File: src/rtl/mips_data_bus_bridge_if.sv
// ---------------------------------------------------------------------------
// mips_data_bus_bridge_if
//
// Groups the CPU-side data port and the memory-bus-side port of the MIPS data
// bus bridge into one bundle.
//
// Modports:
//   slave  - the bridge itself: takes CPU requests and bus responses and
//            drives load data, CPU clock enable, bus strobes and the timeout
//            flag.
//   master - the environment around the bridge (CPU core plus bus fabric, or
//            a testbench).
//
// Signals:
//   cpu_address[31:0]    CPU data address
//   cpu_read             CPU load request
//   cpu_write            CPU store request
//   cpu_writedata[31:0]  CPU store data
//   cpu_readdata[31:0]   registered load data returned to the CPU
//   cpu_clk_enable       CPU advance enable (0 = stall)
//   bus_address[31:0]    word-aligned bus address
//   bus_read             bus read strobe
//   bus_write            bus write strobe
//   bus_byteenable[3:0]  bus byte lanes (always full word)
//   bus_writedata[31:0]  bus write data
//   bus_readdata[31:0]   bus read data
//   bus_waitrequest      bus slave stall
//   timeout_err          sticky bus-timeout flag
// ---------------------------------------------------------------------------
interface mips_data_bus_bridge_if;
    logic [31:0] cpu_address;
    logic        cpu_read;
    logic        cpu_write;
    logic [31:0] cpu_writedata;
    logic [31:0] cpu_readdata;
    logic        cpu_clk_enable;

    logic [31:0] bus_address;
    logic        bus_read;
    logic        bus_write;
    logic [3:0]  bus_byteenable;
    logic [31:0] bus_writedata;
    logic [31:0] bus_readdata;
    logic        bus_waitrequest;
    logic        timeout_err;

    modport slave (
        input  cpu_address,
        input  cpu_read,
        input  cpu_write,
        input  cpu_writedata,
        output cpu_readdata,
        output cpu_clk_enable,
        output bus_address,
        output bus_read,
        output bus_write,
        output bus_byteenable,
        output bus_writedata,
        input  bus_readdata,
        input  bus_waitrequest,
        output timeout_err
    );

    modport master (
        output cpu_address,
        output cpu_read,
        output cpu_write,
        output cpu_writedata,
        input  cpu_readdata,
        input  cpu_clk_enable,
        input  bus_address,
        input  bus_read,
        input  bus_write,
        input  bus_byteenable,
        input  bus_writedata,
        output bus_readdata,
        output bus_waitrequest,
        input  timeout_err
    );
endinterface

File: src/rtl/mips_data_bus_bridge.sv
// ---------------------------------------------------------------------------
// mips_data_bus_bridge
//
// Bridges a single-cycle MIPS CPU data port onto a waitrequest-style memory
// bus. Every CPU load or store becomes one full-word bus transfer; the CPU is
// stalled through cpu_clk_enable until the transfer completes.
//
// Ports:
//   clk     - system clock, all state on the rising edge
//   reset   - asynchronous, active-low reset (0 = reset asserted)
//   bus_if  - mips_data_bus_bridge_if.slave, CPU and bus signals
//
// Sequencing (IDLE -> ACCESS -> DONE -> IDLE):
//   IDLE    request seen: latch it, stall the CPU in this same cycle
//           (cpu_clk_enable is combinational here), move to ACCESS.
//   ACCESS  one strobe held high with stable address/data until the bus
//           drops waitrequest; read data is captured on that edge.
//   DONE    strobes low, CPU released for exactly one cycle, request inputs
//           ignored, then back to IDLE.
//   A zero-wait access therefore stalls the CPU for two cycles, plus one per
//   waitrequest cycle.
//
// Optional feature, macro MIPS_BRIDGE_TIMEOUT_EN:
//   Defined   - an 8-bit wait counter aborts an access after 255 waitrequest
//               cycles, sets the sticky timeout_err flag and returns
//               32'hDEADBEEF for reads.
//   Undefined - no counter; ACCESS waits indefinitely and timeout_err is 0.
// ---------------------------------------------------------------------------
module mips_data_bus_bridge (
    input  logic                         clk,
    input  logic                         reset,
    mips_data_bus_bridge_if.slave        bus_if
);

    typedef enum logic [1:0] {
        IDLE   = 2'd0,
        ACCESS = 2'd1,
        DONE   = 2'd2
    } state_t;

    state_t      state_reg;
    logic [31:0] bus_address_reg;
    logic [31:0] bus_writedata_reg;
    logic [3:0]  bus_byteenable_reg;
    logic        bus_read_reg;
    logic        bus_write_reg;
    logic [31:0] cpu_readdata_reg;
    logic        cpu_clk_enable_next;
    logic        cpu_request;

    // Byte offset is discarded: the bus only ever sees whole words.
    logic        unused_addr_lsbs;
    assign unused_addr_lsbs = ^bus_if.cpu_address[1:0];

    assign cpu_request = bus_if.cpu_read | bus_if.cpu_write;

`ifdef MIPS_BRIDGE_TIMEOUT_EN
    localparam logic [7:0] TIMEOUT_LAST = 8'd254;
    localparam logic [31:0] TIMEOUT_READDATA = 32'hDEADBEEF;

    logic [7:0]  timeout_cnt_reg;
    logic        timeout_err_reg;
`endif

    // -----------------------------------------------------------------------
    // Main sequencer. All bus-facing outputs and load data are registered
    // here so the bus sees glitch-free, stable values throughout ACCESS.
    // -----------------------------------------------------------------------
    always_ff @(posedge clk or negedge reset) begin
        if (!reset) begin
            state_reg          <= IDLE;
            bus_address_reg    <= 32'd0;
            bus_writedata_reg  <= 32'd0;
            bus_byteenable_reg <= 4'd0;
            bus_read_reg       <= 1'b0;
            bus_write_reg      <= 1'b0;
            cpu_readdata_reg   <= 32'd0;
`ifdef MIPS_BRIDGE_TIMEOUT_EN
            timeout_cnt_reg    <= 8'd0;
            timeout_err_reg    <= 1'b0;
`endif
        end else begin
            case (state_reg)
                IDLE: begin
                    if (cpu_request) begin
                        bus_address_reg    <= {bus_if.cpu_address[31:2], 2'b00};
                        bus_writedata_reg  <= bus_if.cpu_writedata;
                        bus_byteenable_reg <= 4'b1111;
                        // A simultaneous read+write request is a store; the
                        // read half is dropped so load data stays untouched.
                        bus_write_reg      <= bus_if.cpu_write;
                        bus_read_reg       <= ~bus_if.cpu_write;
`ifdef MIPS_BRIDGE_TIMEOUT_EN
                        timeout_cnt_reg    <= 8'd0;
`endif
                        state_reg          <= ACCESS;
                    end
                end

                ACCESS: begin
                    if (!bus_if.bus_waitrequest) begin
                        if (bus_read_reg) begin
                            cpu_readdata_reg <= bus_if.bus_readdata;
                        end
                        bus_read_reg  <= 1'b0;
                        bus_write_reg <= 1'b0;
                        state_reg     <= DONE;
                    end
`ifdef MIPS_BRIDGE_TIMEOUT_EN
                    // The counter holds the number of wait cycles already
                    // spent, so seeing 254 here means this edge closes the
                    // 255th wait cycle and the access is abandoned.
                    else if (timeout_cnt_reg == TIMEOUT_LAST) begin
                        if (bus_read_reg) begin
                            cpu_readdata_reg <= TIMEOUT_READDATA;
                        end
                        bus_read_reg    <= 1'b0;
                        bus_write_reg   <= 1'b0;
                        timeout_cnt_reg <= timeout_cnt_reg + 8'd1;
                        timeout_err_reg <= 1'b1;
                        state_reg       <= DONE;
                    end else begin
                        timeout_cnt_reg <= timeout_cnt_reg + 8'd1;
                    end
`endif
                end

                DONE: begin
                    // Request inputs are deliberately ignored: the CPU is
                    // only now advancing, so anything on its port belongs to
                    // the instruction that just completed.
                    state_reg <= IDLE;
                end

                default: begin
                    state_reg <= IDLE;
                end
            endcase
        end
    end

    // -----------------------------------------------------------------------
    // CPU clock enable. In IDLE it must react to the request within the same
    // cycle, so it is decoded from the state and live request lines. Reset is
    // folded in so the CPU is frozen for as long as reset is held.
    // -----------------------------------------------------------------------
    always_comb begin
        cpu_clk_enable_next = 1'b0;
        case (state_reg)
            IDLE:    cpu_clk_enable_next = ~cpu_request;
            ACCESS:  cpu_clk_enable_next = 1'b0;
            DONE:    cpu_clk_enable_next = 1'b1;
            default: cpu_clk_enable_next = 1'b0;
        endcase
        if (!reset) begin
            cpu_clk_enable_next = 1'b0;
        end
    end

    assign bus_if.cpu_clk_enable = cpu_clk_enable_next;
    assign bus_if.cpu_readdata   = cpu_readdata_reg;
    assign bus_if.bus_address    = bus_address_reg;
    assign bus_if.bus_writedata  = bus_writedata_reg;
    assign bus_if.bus_byteenable = bus_byteenable_reg;
    assign bus_if.bus_read       = bus_read_reg;
    assign bus_if.bus_write      = bus_write_reg;

`ifdef MIPS_BRIDGE_TIMEOUT_EN
    assign bus_if.timeout_err    = timeout_err_reg;
`else
    assign bus_if.timeout_err    = 1'b0;
`endif

endmodule

File: src/flat_wrapper.sv
// flat-port wrapper written by rule: the top's interface ports become plain ports
module mips_data_bus_bridge_flat 
  (clk, reset, bus_if_cpu_address, bus_if_cpu_read, bus_if_cpu_write, bus_if_cpu_writedata, bus_if_cpu_readdata, bus_if_cpu_clk_enable, bus_if_bus_address, bus_if_bus_read, bus_if_bus_write, bus_if_bus_byteenable, bus_if_bus_writedata, bus_if_bus_readdata, bus_if_bus_waitrequest, bus_if_timeout_err);
  mips_data_bus_bridge_if bus_if_i ();
  input  logic clk;
  input  logic reset;
  input wire logic [$bits(bus_if_i.cpu_address)-1:0] bus_if_cpu_address;
  input wire logic [$bits(bus_if_i.cpu_read)-1:0] bus_if_cpu_read;
  input wire logic [$bits(bus_if_i.cpu_write)-1:0] bus_if_cpu_write;
  input wire logic [$bits(bus_if_i.cpu_writedata)-1:0] bus_if_cpu_writedata;
  output wire logic [$bits(bus_if_i.cpu_readdata)-1:0] bus_if_cpu_readdata;
  output wire logic [$bits(bus_if_i.cpu_clk_enable)-1:0] bus_if_cpu_clk_enable;
  output wire logic [$bits(bus_if_i.bus_address)-1:0] bus_if_bus_address;
  output wire logic [$bits(bus_if_i.bus_read)-1:0] bus_if_bus_read;
  output wire logic [$bits(bus_if_i.bus_write)-1:0] bus_if_bus_write;
  output wire logic [$bits(bus_if_i.bus_byteenable)-1:0] bus_if_bus_byteenable;
  output wire logic [$bits(bus_if_i.bus_writedata)-1:0] bus_if_bus_writedata;
  input wire logic [$bits(bus_if_i.bus_readdata)-1:0] bus_if_bus_readdata;
  input wire logic [$bits(bus_if_i.bus_waitrequest)-1:0] bus_if_bus_waitrequest;
  output wire logic [$bits(bus_if_i.timeout_err)-1:0] bus_if_timeout_err;
  assign bus_if_i.cpu_address = bus_if_cpu_address;
  assign bus_if_i.cpu_read = bus_if_cpu_read;
  assign bus_if_i.cpu_write = bus_if_cpu_write;
  assign bus_if_i.cpu_writedata = bus_if_cpu_writedata;
  assign bus_if_cpu_readdata = bus_if_i.cpu_readdata;
  assign bus_if_cpu_clk_enable = bus_if_i.cpu_clk_enable;
  assign bus_if_bus_address = bus_if_i.bus_address;
  assign bus_if_bus_read = bus_if_i.bus_read;
  assign bus_if_bus_write = bus_if_i.bus_write;
  assign bus_if_bus_byteenable = bus_if_i.bus_byteenable;
  assign bus_if_bus_writedata = bus_if_i.bus_writedata;
  assign bus_if_i.bus_readdata = bus_if_bus_readdata;
  assign bus_if_i.bus_waitrequest = bus_if_bus_waitrequest;
  assign bus_if_timeout_err = bus_if_i.timeout_err;
  mips_data_bus_bridge u_core (.clk(clk), .reset(reset), .bus_if(bus_if_i));
endmodule
File: config.mk
export PLATFORM = sky130hd
export DESIGN_NAME = mips_data_bus_bridge_flat
export DESIGN_NICKNAME = d
export VERILOG_FILES = /design/src/rtl/mips_data_bus_bridge_if.sv /design/src/rtl/mips_data_bus_bridge.sv /design/src/flat_wrapper.sv
export SDC_FILE = /design/constraint.sdc
export NUM_CORES = 1
export LEC_CHECK = 0
export ABC_AREA = 1
export CAP_MARGIN = 25
export CELL_PAD_IN_SITES_DETAIL_PLACEMENT = 1
export CELL_PAD_IN_SITES_GLOBAL_PLACEMENT = 2
export CORE_MARGIN = 2
export CORE_UTILIZATION = 21
export DETAILED_ROUTE_END_ITERATION = 6
export PLACE_DENSITY_LB_ADDON = 0.15
export RECOVER_POWER = 100
export SLEW_MARGIN = 20
export SYNTH_ARGS = -nofsm -noshare
export SYNTH_HDL_FRONTEND = slang
export SYNTH_SLANG_ARGS = --single-unit
File: constraint.sdc
create_clock -name clk -period 1.4 [get_ports clk]
set_input_delay 0.28 -clock clk [delete_from_list [all_inputs] [get_ports clk]]
set_output_delay 0.28 -clock clk [all_outputs]
set_load 0.03 [all_outputs]
Word-level counts from Yosys, hierarchy flattened
Cells that the tools add are included.
{ "op_classes": {"n_bitwise": 4, "mux": 10, "eq_ne": 4, "n_reduce_logical": 6} }
{ "ops": {"columns": ["cell", "count"], "rows": [
  ["$pmux 1 s2", 3],
  ["$reduce_and 3->1", 2],
  ["$mux 1", 4],
  ["$mux 2", 2],
  ["$pmux 2 s2", 1],
  ["$reduce_and 2->1", 2],
  ["$not 1->1", 3],
  ["$eq 2x1->1 const B", 1],
  ["$eq 2x2->1 const B", 1],
  ["$logic_not 2->1", 1],
  ["$ne 2x1->1 const B", 1],
  ["$ne 2x2->1 const B", 1],
  ["$reduce_bool 2->1", 1],
  ["$or 1x1->1", 1]
]} }
{ "totals": {"inputBits": 101, "register_bits": 99, "word_cells": 31, "output_inout_bits": 104} }

Longest topological paths before layout
Gate-level depths: netlist of run 1.
{ "logic_depth": {"ltp_word": 4, "mapped_depth": 7, "ltp_nobuf": 6} }

Least setup slack after synthesis of run 1
OpenSTA, ideal clock, no wires.
{ "synth_path": {"kind": "reg2reg", "from": "register u_core.bus_read_reg, in the netlist u_core.bus_if.bus_read", "to": "register u_core.cpu_readdata_reg[0], in the netlist u_core.bus_if.cpu_readdata[0]", "path_stages_with_launch": 6, "t_arrival_ps": 1147, "slack_ps": 135, "cell_sequence": "dfrtp_1 -> buf_2 -> nand4_1 -> buf_2 -> nand2_1 -> nand2_1"} }
{ "synth_between": {"elab_chain_len": 1} }
{ "synth_lines": {"columns": ["item", "line_no", "text"], "rows": [
  ["from (decl)", "mips_data_bus_bridge.sv:45", "logic bus_read_reg;"],
  ["from (signal assigned)", "mips_data_bus_bridge.sv:92", "bus_read_reg <= ~bus_if.cpu_write;"],
  ["$reduce_and 3->1 (no source line)", null, null],
  ["to (signal assigned)", "mips_data_bus_bridge.sv:103", "cpu_readdata_reg <= bus_if.bus_readdata;"],
  ["to (decl)", "mips_data_bus_bridge.sv:47", "logic [31:0] cpu_readdata_reg;"]
]} }
Every way passes these cells.
A chain may end at the register's enable or synchronous reset.

Worst setup path in the final report of run 1
{ "layout_path": {"from": "register u_core.state_reg[1]", "to": "output bus_if_cpu_clk_enable"} }
{ "layout_between": {"elab_chain_len": 3, "word_cells_on_any_way": 4} }
{ "layout_lines": {"columns": ["item", "line_no", "text"], "rows": [
  ["from (decl)", "mips_data_bus_bridge.sv:41", "state_t state_reg;"],
  ["from (signal assigned)", "mips_data_bus_bridge.sv:71", "state_reg <= IDLE;"],
  ["from (signal assigned)", "mips_data_bus_bridge.sv:96", "state_reg <= ACCESS;"],
  ["from (signal assigned)", "mips_data_bus_bridge.sv:107", "state_reg <= DONE;"],
  ["$eq 2x2->1 or $logic_not 2->1 (tied branches)", "mips_data_bus_bridge.sv:149", "case (state_reg)"],
  ["$pmux 1 s2 *", "mips_data_bus_bridge.sv:149", null],
  ["$mux 1 *", "mips_data_bus_bridge.sv:155", "if (!reset) begin"],
  ["to (decl)", "flat_wrapper.sv:12", "output wire logic [$bits(bus_if_i.cpu_clk_enable)-1:0] bus_if_cpu_clk_enable;"]
]} }
Mark *: on every way between the ends. The rest lies on a longest branch, timed or not.

==> results of run 1 <==
critical path: stages, from the launching register on:
cell and delay [ns]:
dfrtp_1 0.43, inv_2 0.07, a21oi_2 0.13, buf_6 0.15
through the flow:
stage	worst slack, ns	setup TNS (ns)	instance area (sq um)	power, mW
2_1_floorplan	0.1351	0	3911	9.702
3_3_place_gp	-0.2086	-12.76	6291	13.99
3_5_place_dp	-0.2234	-13.84	6291	14.18
4_1_cts	-0.05226	-0.05226	6673	16.55
5_1_grt	-0.06177	-0.06177	6551	17.31
6_report	-0.006731	-0.006731	6551	16.21
power groups by stage:
stage	clock network (mW)	logic [mW]	registers, mW
5_1_grt	3.00	9.07	5.24
2_1_floorplan	0	2.15	7.55
4_1_cts	2.90	8.58	5.07
6_report	2.77	8.39	5.05
3_5_place_dp	0	9.06	5.11
3_3_place_gp	0	8.95	5.04
layout by cell type (no fill, tap or decap):
cell and n:
conb_1 3, clkdlybuf4s15_2 13, clkinv_2 1, nand3_1 3, clkbuf_16 10, clkbuf_8 2, inv_2 4, nor2_4 1
nand2_1 256, buf_2 3, a21oi_2 1, nand4_1 33, inv_1 2, dlygate4sd2_1 4, clkinv_4 2, clkdlybuf4s15_1 34
nor2_2 1, dfrtp_1 99, nand2_2 3, or2_1 1, buf_6 5, clkdlybuf4s50_1 96, clkbuf_2 35, buf_12 14
buf_4 20, bufinv_16 2
layout make-up:
class                   count  area (sq um)  area share, %
inverters                   7         31.28         0.4775
clock buffers              11         252.7          3.858
well taps                 229         286.5          4.374
flip-flops and latches     99          2477          37.82
repair buffers            225          2185          33.35
multi-input cells         302          1245          19.00
clock inverters             4         73.82          1.127
worst max path at each step:
stage	start	to	slack [ns]	depth (start not counted)
finish	u_core.state_reg[1]$_DFFE_PN0P_	bus_if_cpu_clk_enable	-0.007	3
global route	u_core.state_reg[1]$_DFFE_PN0P_	bus_if_cpu_clk_enable	-0.06	3
CTS	u_core.state_reg[0]$_DFFE_PN0P_	bus_if_cpu_clk_enable	-0.05	4
floorplan	u_core.bus_if.bus_read$_DFFE_PN0P_	u_core.bus_if.cpu_readdata[0]$_DFFE_PN0P_	0.14	5
detailed placement	bus_if_cpu_write	u_core.bus_if.bus_read$_DFFE_PN0P_	-0.22	7
global placement	bus_if_cpu_write	u_core.bus_if.bus_read$_DFFE_PN0P_	-0.21	7
cell usage after synthesis:
master	count	area, sq um
a21oi_1	1	5.000
buf_2	13	65.06
buf_4	12	90.09
clkbuf_1	7	26.28
conb_1	1	3.750
dfrtp_1	99	2477
inv_1	3	11.26
inv_2	4	15.01
nand2_1	259	972.2
nand3_1	3	15.01
nand4_1	33	206.5
nor2_1	1	3.750
nor2_2	1	6.260
or2_1	1	6.260
logic make-up (layout without fill, tap and decap cells):
group                  after synthesis  in the layout  synth area share, %
other                                1              3              0.09606
AO/OA/AOI/OAI                        1              1               0.1281
AND/OR/NAND/NOR                    298            298                30.99
buffers and inverters               39            247                5.321
flip-flops                          99             99                63.46
metal layers:
metal	GRT usage (%)	vias to the layer above	part of all wire, %
li1	-	1762	-
met1	16.63	1798	42
met2	23.37	125	48
met3	5.299	15	8.7
met4	5.476	0	1.7
met5	0	-	0
repair_timing:
action                     in CTS  in global routing
pin swaps                       1                  1
setup endpoints to repair      89                116
cloned                          0                  1
setup buffers                   7                  1
gates resized for setup       179                 65
==> impl_metrics.ini, run 1 <==
[outcome]
outcome = finished, violations left
violations = negative setup slack

[sta]
skew_ns = 0.008678
setup_slack_ns = -0.006731
relSlewSlack_pct = 34.72
setup_viol = 1
whs_ns = 0.1606
slew_violations = 0
worstMarginPinSlew_ns = 0.9792
clock.fmax_mhz = 710.9
hold_violations = 0
rsz0062_at_grt = yes
min_period_ns = 1.407
period_share_pct = 100.5

[synthesis]
netlist_instances = 438
yosys_warnings = 0
yosysUniqueCellTypes = 14
ys_seq_area_share_pct = 63.46
syn-cell-area_sq_mm = 0.003904
avgSynthCellArea_sq_um = 8.913
ys_seq_elements = 99

[cells_and_area]
fill_cells = 2083
final_cell_count_no_fill = 877
area_growth_pct = 67.82
n_antenna_cell = 0
utilization_pct = 36.22
drive_gt1_share_pct = 18.06
nets = 745

[floorplanning]
row_count = 49
die_x_microns = 140.3
io_pins = 205
die_h_microns = 140.3
start_util_pct = 21.58
die_area_sq_mm = 0.01970
core_area_sq_mm = 0.01809

[detailed_routing]
drtIter0Drc = 144
antenna_left = 0
avgViaCountPerCell = 4.219
drt_wl_total_microns = 13970
wl_per_cell_microns = 15.93
first_pass_iters = 4
dr_total_vias = 3700
drc = 0

[job]
maxCapViolCount = 0

[grt]
grt_pass1_vias = 4100
grt_usage_pct = 14.11
grt_first_pass_wirelength_microns = 21820
gr-total-overflow = 0
grt_antenna_before_repair = 0
grt_max_degree = 100

[power]
p_clk_share_pct = 17.1
ir_drop_v = 0.0007092
cellPowerDensity_mw_per_mm2 = 2475
p_leak_nw = 3.309
switchingPower_mw = 7.307
p_int_mw = 8.907
switching_share_pct = 45.07
pwr-share-comb_pct = 51.8
seq_power_share_pct = 31.1

[worst_setup_path]
cp-start-kind = flop
reg2reg_setup_slack_ns = 0.10
crit_arrival_ns = 1.13
r2r_cells = 6
required_ns = 1.12
end_kind = output pin
crit_type = flop to output pin
r2r_end = u_core.bus_if.bus_byteenable[0]$_DFFE_PN0P_
r2r_start = u_core.state_reg[0]$_DFFE_PN0P_
worstPathMaxFanout = 3

[clock_network]
cts_max_path_buffers = 2
htree_levels = 3
cts_tree = built
cts.sinks = 99
cts_buffers = 9
postCtsHoldBufs = 0
cts_root_buffer = clkbuf_16
clk_latency_ns = 0.35
path_clk_slew_ns = 0.07

[placed_design]
dp_hpwl_microns = 9644
port_buffers = 199
gp_congestion = 0.7066
dp.cells = 853

[hold_path]
hold_path_class = primary input to asynchronous set/reset pin
Power figures use the tool's default switching activity.
==> run 2: changes to the inputs <==
--- a/config.mk
+++ b/config.mk
@@ -12,9 +12,10 @@
 export CORE_MARGIN = 2
 export CORE_UTILIZATION = 21
 export DETAILED_ROUTE_END_ITERATION = 6
+export GPL_TIMING_DRIVEN = 0
 export PLACE_DENSITY_LB_ADDON = 0.15
 export RECOVER_POWER = 100
-export SLEW_MARGIN = 20
 export SYNTH_ARGS = -nofsm -noshare
 export SYNTH_HDL_FRONTEND = slang
 export SYNTH_SLANG_ARGS = --single-unit
+export TNS_END_PERCENT = 5
==> impl_metrics.ini, run 2 (same netlist as run 1, synthesis figures left out) <==
[clock_network]
cts_buffers = 9
htree_levels = 3
cts_root_buffer = clkbuf_16
cts_tree = built
clk_latency_ns = 0.35
path_clk_slew_ns = 0.07
cts.sinks = 99
cts_max_path_buffers = 2

[cells_and_area]
area_growth_pct = 63.91
n_antenna_cell = 0
multiInputGateArea_sq_mm = 0.001232
drive_gt1_share_pct = 16.84
seq_area_sq_mm = 0.002479
fill_cells = 2096
final_area_sq_mm = 0.006399
final_common_cell = nand2_1
layout_common_cells = 258 x nand2_1, 98 x dfrtp_1, 96 x clkdlybuf4s50_1
nets = 755

[worst_setup_path]
reg2reg_setup_slack_ns = 0.04
r2r_end = u_core.bus_if.bus_writedata[10]$_DFFE_PN0P_
crit_start = u_core.state_reg[0]$_DFFE_PN0P_
r2r_start = u_core.state_reg[1]$_DFFE_PN0P_
r2r_cells = 6
cp-start-kind = flop
crit_type = flop to output pin
worstPathMaxFanout = 3
end_kind = output pin
crit_arrival_ns = 1.13
required_ns = 1.12

[detailed_routing]
first_pass_iters = 4
drc = 0
wl_per_cell_microns = 15.80
avgViaCountPerCell = 4.162
drtIter0Drc = 86
antenna_left = 0
drt_wl_total_microns = 14030
dr_total_vias = 3696

[power]
p_leak_nw = 3.257
total_power_mw = 15.31
ir_drop_v = 0.0006643
cellPowerDensity_mw_per_mm2 = 2392

[outcome]
outcome = finished, violations left
violations = negative hold slack, negative setup slack

[floorplanning]
core_area_sq_mm = 0.01809
io_pins = 205
row_count = 49
start_util_pct = 21.58
die_h_microns = 140.3
die_area_sq_mm = 0.01970
die_x_microns = 140.3

[placed_design]
port_buffers = 199
dp_hpwl_microns = 10150
gp_congestion = 0.7028
place_area_sq_mm = 0.006215
pre_cts_slack_ns = -1.018

[sta]
setup_slack_ns = -0.008077
hold_violations = 39
whs_ns = -0.2174
worstMarginPinSlew_ns = 0.5189
clock.fmax_mhz = 710.2
period_share_pct = 100.6
rsz0062_at_grt = yes
skew_ns = 0.006741
relSlewSlack_pct = 65.41
slew_violations = 0
setup_viol = 1
min_period_ns = 1.408
finalSetupTns_ns = -0.008077

[grt]
grt_antenna_before_repair = 0
grt_first_pass_wirelength_microns = 22110
grt_usage_pct = 14.35
grt_max_degree = 42
gr-total-overflow = 0
grt_pass1_vias = 3941

[hold_path]
hold_path_class = primary input to asynchronous set/reset pin

[job]
maxCapViolCount = 0
-- run 2: routing by layer --
| layer | vias to the layer above | wire [microns] | global-route usage (%) |
|---|---|---|---|
| met3 | 10 | 1106 | 4.957 |
| li1 | 1794 | - | - |
| met4 | 0 | 176 | 4.625 |
| met5 | - | 0 | 0 |
| met1 | 1773 | 6090 | 17.75 |
| met2 | 119 | 6654 | 23.56 |
-- run 2: timing repair --
action,4_1_cts,5_1_grt
pin swaps,0,1
endpoints found under the setup margin,127,138
cloned,1,1
resized for setup,203,84
buffers inserted,0,1
hold endpoints to repair,39,39
-- run 2: final cells by class --
type,count,share of cell area [%]
Sequential cell,99,38.74
Timing Repair Buffer,203,29.25
Multi-Input combinational cell,302,19.26
Tap cell,229,4.478
Clock buffer,11,3.794
Buffer,32,3.070
Clock inverter,5,0.9582
Inverter,7,0.4497
-- run 2: critical path, cell delays in order (launching register included) --
cell and delay (ns):
dfrtp_1 0.40, inv_2 0.08, nand2_2 0.05, a21oi_2 0.11
buf_6 0.15
-- run 2: power breakdown --
group	switching (mW)	leakage, nW	internal [mW]
Clock	1.13	0.138	1.44
Sequential	0.739	1.22	4.21
Combinational	5.31	1.90	2.48
-- run 2: stage by stage --
step	utilization [%]	cells
6_report	35.38	888
2_1_floorplan	-	440
4_1_cts	36.07	886
5_1_grt	35.38	888
3_5_place_dp	34.36	869
3_3_place_gp	34.22	868
-- run 2: how the worst max path moves through the flow --
stage	end	slack [ns]	cells after the start
finish	bus_if_cpu_clk_enable	-0.008	4
global route	bus_if_cpu_clk_enable	-0.08	4
CTS	bus_if_cpu_clk_enable	-0.09	4
detailed placement	bus_if_cpu_clk_enable	-1.02	5
global placement	bus_if_cpu_clk_enable	-4.41	4
floorplan	u_core.bus_if.cpu_readdata[0]$_DFFE_PN0P_	0.14	5
